--- src/rtl/rx_intf_dma_credit_pkg.sv ---
// Shared definitions for the rx DMA credit scheduler: state encoding and
// default widths.
package rx_intf_dma_credit_pkg;

  localparam int unsigned CREDIT_WIDTH   = 6;
  localparam int unsigned TIMEOUT_WIDTH  = 13;
  localparam int unsigned DROP_CNT_WIDTH = 16;

  typedef enum logic {
    IDLE     = 1'b0,
    INFLIGHT = 1'b1
  } state_e;

endpackage

--- src/rtl/rx_intf_dma_timeout_timer.sv ---
// Tick-driven timeout timer. Cleared on request, advanced by one per tick,
// saturating at all-ones so a maximal threshold never fires.
// expired_o = (timer > top_i), evaluated on the registered count.
module rx_intf_dma_timeout_timer #(
  parameter int unsigned WIDTH = 13
) (
  input  logic             clk,
  input  logic             rst_n,
  input  logic             clear_i,
  input  logic             tick_i,
  input  logic [WIDTH-1:0] top_i,
  output logic             expired_o
);

  logic [WIDTH-1:0] timer_q;
  logic [WIDTH-1:0] timer_d;

  // Next count: clear has priority over a coincident tick.
  always_comb begin
    timer_d = timer_q;
    if (clear_i) begin
      timer_d = '0;
    end else if (tick_i && (timer_q != '1)) begin
      timer_d = timer_q + WIDTH'(1);
    end
  end

  // Timer register.
  always_ff @(posedge clk or negedge rst_n) begin
    if (!rst_n) begin
      timer_q <= '0;
    end else begin
      timer_q <= timer_d;
    end
  end

  assign expired_o = (timer_q > top_i);

endmodule

--- src/rtl/rx_intf_dma_credit_ctrl.sv ---
// Credit-based rx DMA scheduler: grants one packet at a time against a pool
// of PS rx buffer credits, detects completion on the s2mm_intr rising edge
// and abandons stuck transfers after a microsecond-tick timeout.
// Optional statistics counters are enabled by RX_INTF_DMA_CREDIT_STAT_EN.
module rx_intf_dma_credit_ctrl #(
  parameter int unsigned CREDIT_WIDTH   = rx_intf_dma_credit_pkg::CREDIT_WIDTH,
  parameter int unsigned TIMEOUT_WIDTH  = rx_intf_dma_credit_pkg::TIMEOUT_WIDTH,
  parameter int unsigned DROP_CNT_WIDTH = rx_intf_dma_credit_pkg::DROP_CNT_WIDTH
) (
  input  logic                      clk,
  input  logic                      rstn,
  input  logic                      enable,
  input  logic                      credit_init,
  input  logic [CREDIT_WIDTH-1:0]   credit_init_val,
  input  logic                      buf_release,
  input  logic                      pkt_req,
  input  logic                      s2mm_intr,
  input  logic                      tsf_pulse_1M,
  input  logic [TIMEOUT_WIDTH-1:0]  timeout_top,
  output logic                      pkt_grant,
  output logic                      pkt_drop,
  output logic                      pkt_done,
  output logic                      pkt_timeout,
  output logic                      busy,
  output logic [CREDIT_WIDTH-1:0]   credit_avail,
  output logic [DROP_CNT_WIDTH-1:0] drop_cnt,
  output logic [31:0]               grant_cnt,
  output logic [15:0]               timeout_cnt
);

  import rx_intf_dma_credit_pkg::*;

  state_e                    state_q;
  logic                      s2mm_intr_q;
  logic                      pkt_grant_q;
  logic                      pkt_drop_q;
  logic                      pkt_done_q;
  logic                      pkt_timeout_q;
  logic [CREDIT_WIDTH-1:0]   credit_q;
  logic [CREDIT_WIDTH-1:0]   credit_d;
  logic [DROP_CNT_WIDTH-1:0] drop_cnt_q;

  logic                      s2mm_rise;
  logic                      grant_ev;
  logic                      drop_ev;
  logic                      done_ev;
  logic                      tmo_ev;
  logic                      expired;
  logic [1:0]                credit_inc;
  logic                      credit_up;
  logic [CREDIT_WIDTH+1:0]   credit_sum;

  rx_intf_dma_timeout_timer #(
    .WIDTH (TIMEOUT_WIDTH)
  ) u_timer (
    .clk       (clk),
    .rst_n     (rstn),
    .clear_i   (grant_ev),
    .tick_i    (tsf_pulse_1M && (state_q == INFLIGHT)),
    .top_i     (timeout_top),
    .expired_o (expired)
  );

  // Decision events for this cycle; done beats a coincident timeout.
  always_comb begin
    s2mm_rise = s2mm_intr && !s2mm_intr_q;
    grant_ev  = (state_q == IDLE) && pkt_req && enable && (credit_q != '0);
    drop_ev   = pkt_req && !grant_ev;
    done_ev   = (state_q == INFLIGHT) && s2mm_rise;
    tmo_ev    = (state_q == INFLIGHT) && !s2mm_rise && expired;
  end

  // Net credit update in one step; only a net increase is capped at the
  // ceiling, and a grant needs a nonzero count so the sum never underflows.
  always_comb begin
    credit_inc = {1'b0, buf_release} + {1'b0, tmo_ev};
    credit_up  = credit_inc > {1'b0, grant_ev};
    credit_sum = {2'b00, credit_q}
               + {{CREDIT_WIDTH{1'b0}}, credit_inc}
               - {{(CREDIT_WIDTH+1){1'b0}}, grant_ev};
    if (credit_init) begin
      credit_d = credit_init_val;
    end else if (credit_up && (credit_sum > {2'b00, credit_init_val})) begin
      credit_d = credit_init_val;
    end else begin
      credit_d = credit_sum[CREDIT_WIDTH-1:0];
    end
  end

  // Scheduler FSM with registered pulses, credit and drop counter.
  always_ff @(posedge clk or negedge rstn) begin
    if (!rstn) begin
      state_q       <= IDLE;
      s2mm_intr_q   <= 1'b0;
      pkt_grant_q   <= 1'b0;
      pkt_drop_q    <= 1'b0;
      pkt_done_q    <= 1'b0;
      pkt_timeout_q <= 1'b0;
      credit_q      <= '0;
      drop_cnt_q    <= '0;
    end else begin
      s2mm_intr_q   <= s2mm_intr;
      pkt_grant_q   <= grant_ev;
      pkt_drop_q    <= drop_ev;
      pkt_done_q    <= done_ev;
      pkt_timeout_q <= tmo_ev;
      credit_q      <= credit_d;
      if (drop_ev && (drop_cnt_q != '1)) begin
        drop_cnt_q <= drop_cnt_q + DROP_CNT_WIDTH'(1);
      end
      case (state_q)
        IDLE: begin
          if (grant_ev) begin
            state_q <= INFLIGHT;
          end
        end
        INFLIGHT: begin
          if (done_ev || tmo_ev) begin
            state_q <= IDLE;
          end
        end
        default: state_q <= IDLE;
      endcase
    end
  end

`ifdef RX_INTF_DMA_CREDIT_STAT_EN
  logic [31:0] grant_cnt_q;
  logic [15:0] timeout_cnt_q;

  // Statistics: grants wrap, timeouts saturate; credit_init clears both.
  always_ff @(posedge clk or negedge rstn) begin
    if (!rstn) begin
      grant_cnt_q   <= '0;
      timeout_cnt_q <= '0;
    end else if (credit_init) begin
      grant_cnt_q   <= '0;
      timeout_cnt_q <= '0;
    end else begin
      if (grant_ev) begin
        grant_cnt_q <= grant_cnt_q + 32'd1;
      end
      if (tmo_ev && (timeout_cnt_q != '1)) begin
        timeout_cnt_q <= timeout_cnt_q + 16'd1;
      end
    end
  end

  assign grant_cnt   = grant_cnt_q;
  assign timeout_cnt = timeout_cnt_q;
`else
  assign grant_cnt   = '0;
  assign timeout_cnt = '0;
`endif

  assign pkt_grant    = pkt_grant_q;
  assign pkt_drop     = pkt_drop_q;
  assign pkt_done     = pkt_done_q;
  assign pkt_timeout  = pkt_timeout_q;
  assign busy         = (state_q == INFLIGHT);
  assign credit_avail = credit_q;
  assign drop_cnt     = drop_cnt_q;

endmodule

--- config.mk ---
export PLATFORM = sky130hd
export DESIGN_NAME = rx_intf_dma_credit_ctrl
export DESIGN_NICKNAME = d
export VERILOG_FILES = /design/src/rtl/rx_intf_dma_credit_pkg.sv /design/src/rtl/rx_intf_dma_timeout_timer.sv /design/src/rtl/rx_intf_dma_credit_ctrl.sv
export SDC_FILE = /design/constraint.sdc
export NUM_CORES = 1
export LEC_CHECK = 0
export ABC_AREA = 1
export BUFFER_PORTS_ARGS = -buffer_cell sky130_fd_sc_hd__buf_2
export CAP_MARGIN = 20
export CORE_MARGIN = 3
export CORE_UTILIZATION = 40
export DETAILED_ROUTE_END_ITERATION = 8
export PLACE_DENSITY = 0.77
export SLEW_MARGIN = 10
export SYNTH_ARGS = -nofsm -noshare
export SYNTH_HDL_FRONTEND = slang
export SYNTH_HIERARCHICAL = 1
export SYNTH_SLANG_ARGS = --single-unit
--- constraint.sdc ---
create_clock -name clk -period 4.9 [get_ports clk]
set_input_delay 0.245 -clock clk [delete_from_list [all_inputs] [get_ports clk]]
set_output_delay 0.245 -clock clk [all_outputs]
set_load 0.02 [all_outputs]
==> out/results.ini, run 1 <==
[run_status]
run_status=complete, no violations

[setup_path]
worstSetupPathType=reg2reg
crit_path_top_delay_cell=dfrtp_1
arrival_ps=4440
critPathBufInv=5
cp_top_family=adder cells
cp_slowest_stage_delay_ps=470
end_kind=flip-flop
worstPathMaxFanout=7
crit_path_frequent_cell=nand2_1
cp.required_ps=5090
start_kind=flip-flop

[worst_hold_path]
min_path_type=in2async

[drt]
routed.top_layer=met4
vias_per_cell=4.62
drc=0
drtIter0Drc=94
wl_met3_um=444
wl_per_cell_um=11.5
wl_met1_um=2930
wl_um=6860
met2_length_um=3380
drtAntennaViolNets=0
vias=2763
dr.pass1.iters=4

[sta]
finalCriticalPeriod_ps=4260
skew_ps=7.14
drv_slew=0
final-hold-violation-count=0
worst_pin_slew_ps=919
fmax_mhz=235
rsz0062_at_grt=no
setup_tns_ps=0
finalSetupViolCount=0
finalCritPeriodShare_pct=86.9
slew-limit-headroom_pct=38.7
fin_ws_ps=642

[cts]
cts_hold_buf=0
cts-buffers-inserted=5
cts.sinks=41
root_buffer=clkbuf_8
path_clk_slew_ps=90
cts_htree_levels=2
clockBufferDepth=2
tritoncts=yes
ctsResizeCount=0
clock_latency_ps=300
cts_setup_buffers=0

[logic_synthesis]
ys_ff_latch=41
ys_types=29
ys_warn_count=6
synth_top_cell_area_share_pct=30.3
syn-cell-area_sq_um=3380
synth.largest_area_cell=dfrtp_1
synth_area_leaders=dfrtp_1 30%, ha_1 12%, buf_4 11%
syn_area_per_cell_sq_um=7.69
syn_inst=440
ys_seq_area_share_pct=30.3

[die]
num_rows=32
die_h_um=98.0
core_sq_um=7970
dieArea_sq_um=9600
die_w_um=98.0
pin_count=102
start_util_pct=42.5

[finish]
fillers=765
syn_to_final_growth_pct=8.54
final_nets=557
multi_input_area_sq_um=1890
final_cell_mix=92 x nand2_1, 64 x inv_1, 53 x buf_2
ff_latch_area_sq_um=1030
layout-drive-gt1-share_pct=15.9
antenna_cells=0
final_common_cell=nand2_1

[global_route]
grt-ovfl-total=0
grt_max_degree=42
grt_pass1_wl_um=11600
antenna_found_initial=0
grt_use_total_pct=14.2
grt_pass1_vias=2628

[place]
hpwl_um=5520
gp_congestion=0.850
port_buffers=53
place_ws_ps=672

[power]
p_leak_nw=2.09
peakVddDrop_v=0.000467
power_density_nw_per_um2=466

[flow_run]
drv_cap=0

==> power breakdown <==
group          internal, W  switching, W
clock             0.000153      0.000125
combinational     0.000343      0.000614
sequential        0.000407     0.0000718
total             0.000902      0.000811
==> cell usage after synthesis, drive strengths merged <==
cell / n
or2: 1
o21bai: 1
ha: 33
nand3b: 5
xor2: 17
nand2: 98
fa: 2
xnor2: 9
a31oi: 1
nand3: 46
conb: 1
nand4: 8
buf: 51
a21oi: 12
inv: 66
dfrtp: 41
nor4: 1
nor3: 7
o21ai: 10
nor2: 29
clkbuf: 1
==> flip-flops by register name, summed over array words and instances, names as in the netlist <==
| signal | count |
|---|---|
| pkt_done | 1 |
| s2mm_intr_q | 1 |
| pkt_timeout | 1 |
| pkt_grant | 1 |
| drop_cnt | 16 |
| busy | 1 |
| credit_avail | 6 |
| pkt_drop | 1 |
| u_timer/timer_q | 13 |
==> through the flow <==
stage / std cells / total power (W) / instance area [sq um] / util, % / hold WS [ps]
floorplan: 487 / 0.00123 / 3560 / - / -50.6
global placement: 590 / 0.00140 / 3560 / 44.7 / 369
detailed placement: 590 / 0.00145 / 3560 / 44.7 / 374
CTS: 598 / 0.00173 / 3670 / 46.1 / 56.1
global route: 598 / 0.00188 / 3670 / 46.1 / 48.5
finish: 598 / 0.00171 / 3670 / 46.1 / 69.0
==> path summary, 6_finish.rpt <==
path	start	to	slack, ps	depth (start not counted)
hold / removal	rstn	drop_cnt[11]	70	1
max in group asynchronous	rstn	u_timer/timer_q[5]	4240	1
min in group clk	s2mm_intr	s2mm_intr_q	70	1
hold reg to reg	s2mm_intr_q	pkt_done	440	1
setup / recovery	u_timer/timer_q[8]	credit_avail[2]	640	29
setup reg to reg	u_timer/timer_q[8]	credit_avail[2]	640	29
==> worst reg2reg max path: cells and delay by family, from the launching register on <==
kind,cells,cell delay [ps]
buffers and inverters,5,300
xor gates and xnor gates,1,220
DFF,1,470
AOI/OAI and AO/OA,1,250
adders and majority gates,5,1490
and+or+nand+nor,17,1430
==> metal layers <==
metal | up-vias | track usage, %
met2 | 85 | 24.4
met5 | - | 0
met3 | 10 | 2.86
met1 | 1258 | 18.1
met4 | 0 | 4.26
li1 | 1410 | -
==> cell families after synthesis <==
group	Yosys count	synth area share [%]
AOI/OAI and AO/OA	24	4.10
xor gates and xnor gates	26	6.73
adders and majority gates	35	13.4
buffers and inverters	118	19.0
DFF	41	30.3
other	1	0.111
and+or+nand+nor	195	26.4
==> area by class of cell <==
class                   count  share of cell area [%]
inverters                  66                    6.74
clock buffers               5                    1.87
flip-flops and latches     41                    27.9
clock inverters             3                    1.26
repair buffers             53                    7.22
multi-input cells         328                    51.5
well taps                 102                    3.47
(Power assumes the default switching activity.)
==> inputs of run 2 (changes only) <==
--- a/config.mk
+++ b/config.mk
@@ -5,7 +5,6 @@
 export SDC_FILE = /design/constraint.sdc
 export NUM_CORES = 1
 export LEC_CHECK = 0
-export ABC_AREA = 1
 export BUFFER_PORTS_ARGS = -buffer_cell sky130_fd_sc_hd__buf_2
 export CAP_MARGIN = 20
 export CORE_MARGIN = 3
==> out/results.ini, run 2 <==
[die]
die_h_um=95.2
core_sq_um=7490
dieArea_sq_um=9060
num_rows=31
die_w_um=95.2
pin_count=102
start_util_pct=42.5

[logic_synthesis]
ys_ff_latch=41
syn_inst=333
synth_top_family_by_area=simple AND/OR/NAND/NOR gates
synth_top_cell_area_share_pct=32.2
synth_compound_area_share_pct=11.5
async_flop_share_pct=100
synthSimpleGateAreaFrac_pct=17.7
ys_seq_area_share_pct=32.2
synth-main-ff-cell=dfrtp_1
synth_xor_area_share_pct=4.95
synth_area_leaders=dfrtp_1 32%, ha_1 13%, buf_4 11%
synth_most_common_cell=buf_4
ys_types=55
ys_warn_count=6
syn_area_per_cell_sq_um=9.56
synthAdderAreaFrac_pct=14.2
synth.largest_area_cell=dfrtp_1
synthMuxAreaShare_pct=3.46
synth_edf_count=0
synth_commonest_cells=48 x buf_4, 41 x dfrtp_1, 37 x inv_1
syn-cell-area_sq_um=3180

[worst_hold_path]
whs_path_depth=1
min_path_type=in2reg
hp-start=s2mm_intr
min_to=s2mm_intr_q

[sta]
slew-limit-headroom_pct=38.9
fin_ws_ps=25.6
drv_slew=0
finalSetupViolCount=0
worst_pin_slew_ps=916
setup_tns_ps=0
finalCritPeriodShare_pct=99.5
fmax_mhz=205
finalCriticalPeriod_ps=4870
skew_ps=5.28
final-hold-violation-count=0
rsz0062_at_grt=yes

[finish]
layout-drive-gt1-share_pct=30.1
final_common_cell=buf_2
antenna_cells=0
multi_input_area_sq_um=2000
syn_to_final_growth_pct=20.8
fillers=722
final_nets=479
final_cell_mix=53 x buf_2, 48 x conb_1, 41 x dfrtp_1
ff_latch_area_sq_um=1030
largest_reg_flops=16
final_util_pct=51.4

[run_status]
run_status=complete, no violations

[drt]
vias_per_cell=4.82
dr.pass1.iters=4
drc=0
wl_per_cell_um=13.2
drtAntennaViolNets=0
vias=2494
drtIter0Drc=82
wl_um=6840

[global_route]
grt_pass1_vias=2370
grt-ovfl-total=0
grt_max_degree=42
grt_pass1_wl_um=10300
antenna_found_initial=0
grt_use_total_pct=14.2

[cts]
cts_hold_buf=0
tritoncts=yes
root_buffer=clkbuf_8
cts_htree_levels=2
cts-buffers-inserted=5
cts.sinks=41
clockBufferDepth=2
clock_latency_ps=290
path_clk_slew_ps=80

[power]
total_power_w=0.00176
power_density_nw_per_um2=458
peakVddDrop_v=0.000436
p_leak_nw=1.98

[place]
port_buffers=53
hpwl_um=5200
gp_congestion=0.907
place_ws_ps=-315

[setup_path]
reg2reg_depth=21
start_kind=flip-flop
regToRegEndpoint=credit_avail[1]
cp.required_ps=5070
worstPathMaxFanout=3
r2r-start=u_timer/timer_q[10]
end_kind=flip-flop
r2r_slack_ps=30
worstSetupPathType=reg2reg
arrival_ps=5050

[flow_run]
drv_cap=0

[run 2: cell types whose count changed after synthesis, moves of 8 or more]
cell     change
inv_1       -27
mux2_2       +8
nand2_1     -80
nand3_1     -29
nor2_1       -9
xor2_1      -12
[run 2: repair_timing]
| item | in CTS | in global routing |
|---|---|---|
| endpoints found under the setup margin | 6 | 6 |
| buffers inserted | 0 | 5 |
| hold endpoints to repair | 0 | 0 |
| gates resized for setup | 7 | 20 |
| pin swaps | 4 | 17 |
[run 2: metal layers]
layer | wire length (um) | GRT usage [%]
met4 | 59 | 3.00
met2 | 3590 | 25.0
met1 | 2700 | 17.4
met3 | 490 | 3.63
met5 | 0 | 0
[run 2: worst max-delay path by stage]
| stage | start | endpoint | slack [ps] |
|---|---|---|---|
| after floorplan | u_timer/timer_q[4] | credit_avail[0] | 30 |
| after global placement | u_timer/timer_q[4] | credit_avail[4] | -130 |
| after detailed placement | u_timer/timer_q[4] | credit_avail[2] | -320 |
| after CTS | u_timer/timer_q[11] | credit_avail[2] | 9 |
| after global routing | u_timer/timer_q[11] | credit_avail[1] | -180 |
| final | u_timer/timer_q[10] | credit_avail[1] | 30 |
[run 2: final cells by class]
class / instances / area share, %
Tap cell: 99 / 3.22
Timing Repair Buffer: 79 / 12.0
Clock buffer: 6 / 2.15
Multi-Input combinational cell: 253 / 52.0
Inverter: 37 / 3.61
Sequential cell: 41 / 26.7
Clock inverter: 2 / 0.358
[run 2: worst max-delay path, stage by stage, from the launching register on]
cell       delay (ps)
dfrtp_1           440
ha_4              290
nand4_1           120
buf_4             170
nor4_4            270
a31oi_4            70
and3_4            210
fa_1              510
inv_2              60
ha_4              160
fa_2              360
a211oi_4          240
nor2_1             70
nor2_1             90
nor2_1             60
ha_1              340
a21oi_2           130
a21boi_1           80
o31a_1            270
a2111oi_4         320
buf_4             190
mux2_2            330
[run 2: power breakdown]
group / total, W / switching (W) / internal (W)
logic: 0.00105 / 0.000581 / 0.000466
registers: 0.000480 / 0.0000735 / 0.000407
clock network: 0.000232 / 0.000118 / 0.000114
total: 0.00176 / 0.000772 / 0.000987
[run 2: logic make-up (layout without fill, tap and decap cells)]
logic type / count (synthesis) / after routing
multiplexers: 10 / 10
buffers and inverters: 86 / 124
other: 1 / 48
flip-flops: 41 / 41
XOR/XNOR: 18 / 18
AO/OA/AOI/OAI: 49 / 49
AND/OR/NAND/NOR: 93 / 93
adder cells (fa/ha/maj): 35 / 35
[run 2: through the flow]
stage | hold slack [ps] | cell area, sq um | cells
3_5_place_dp | 379 | 3540 | 504
2_1_floorplan | -50.6 | 3360 | 380
3_3_place_gp | 373 | 3540 | 504
6_report | 84.9 | 3840 | 517
5_1_grt | 76.2 | 3840 | 517
4_1_cts | 75.9 | 3680 | 512
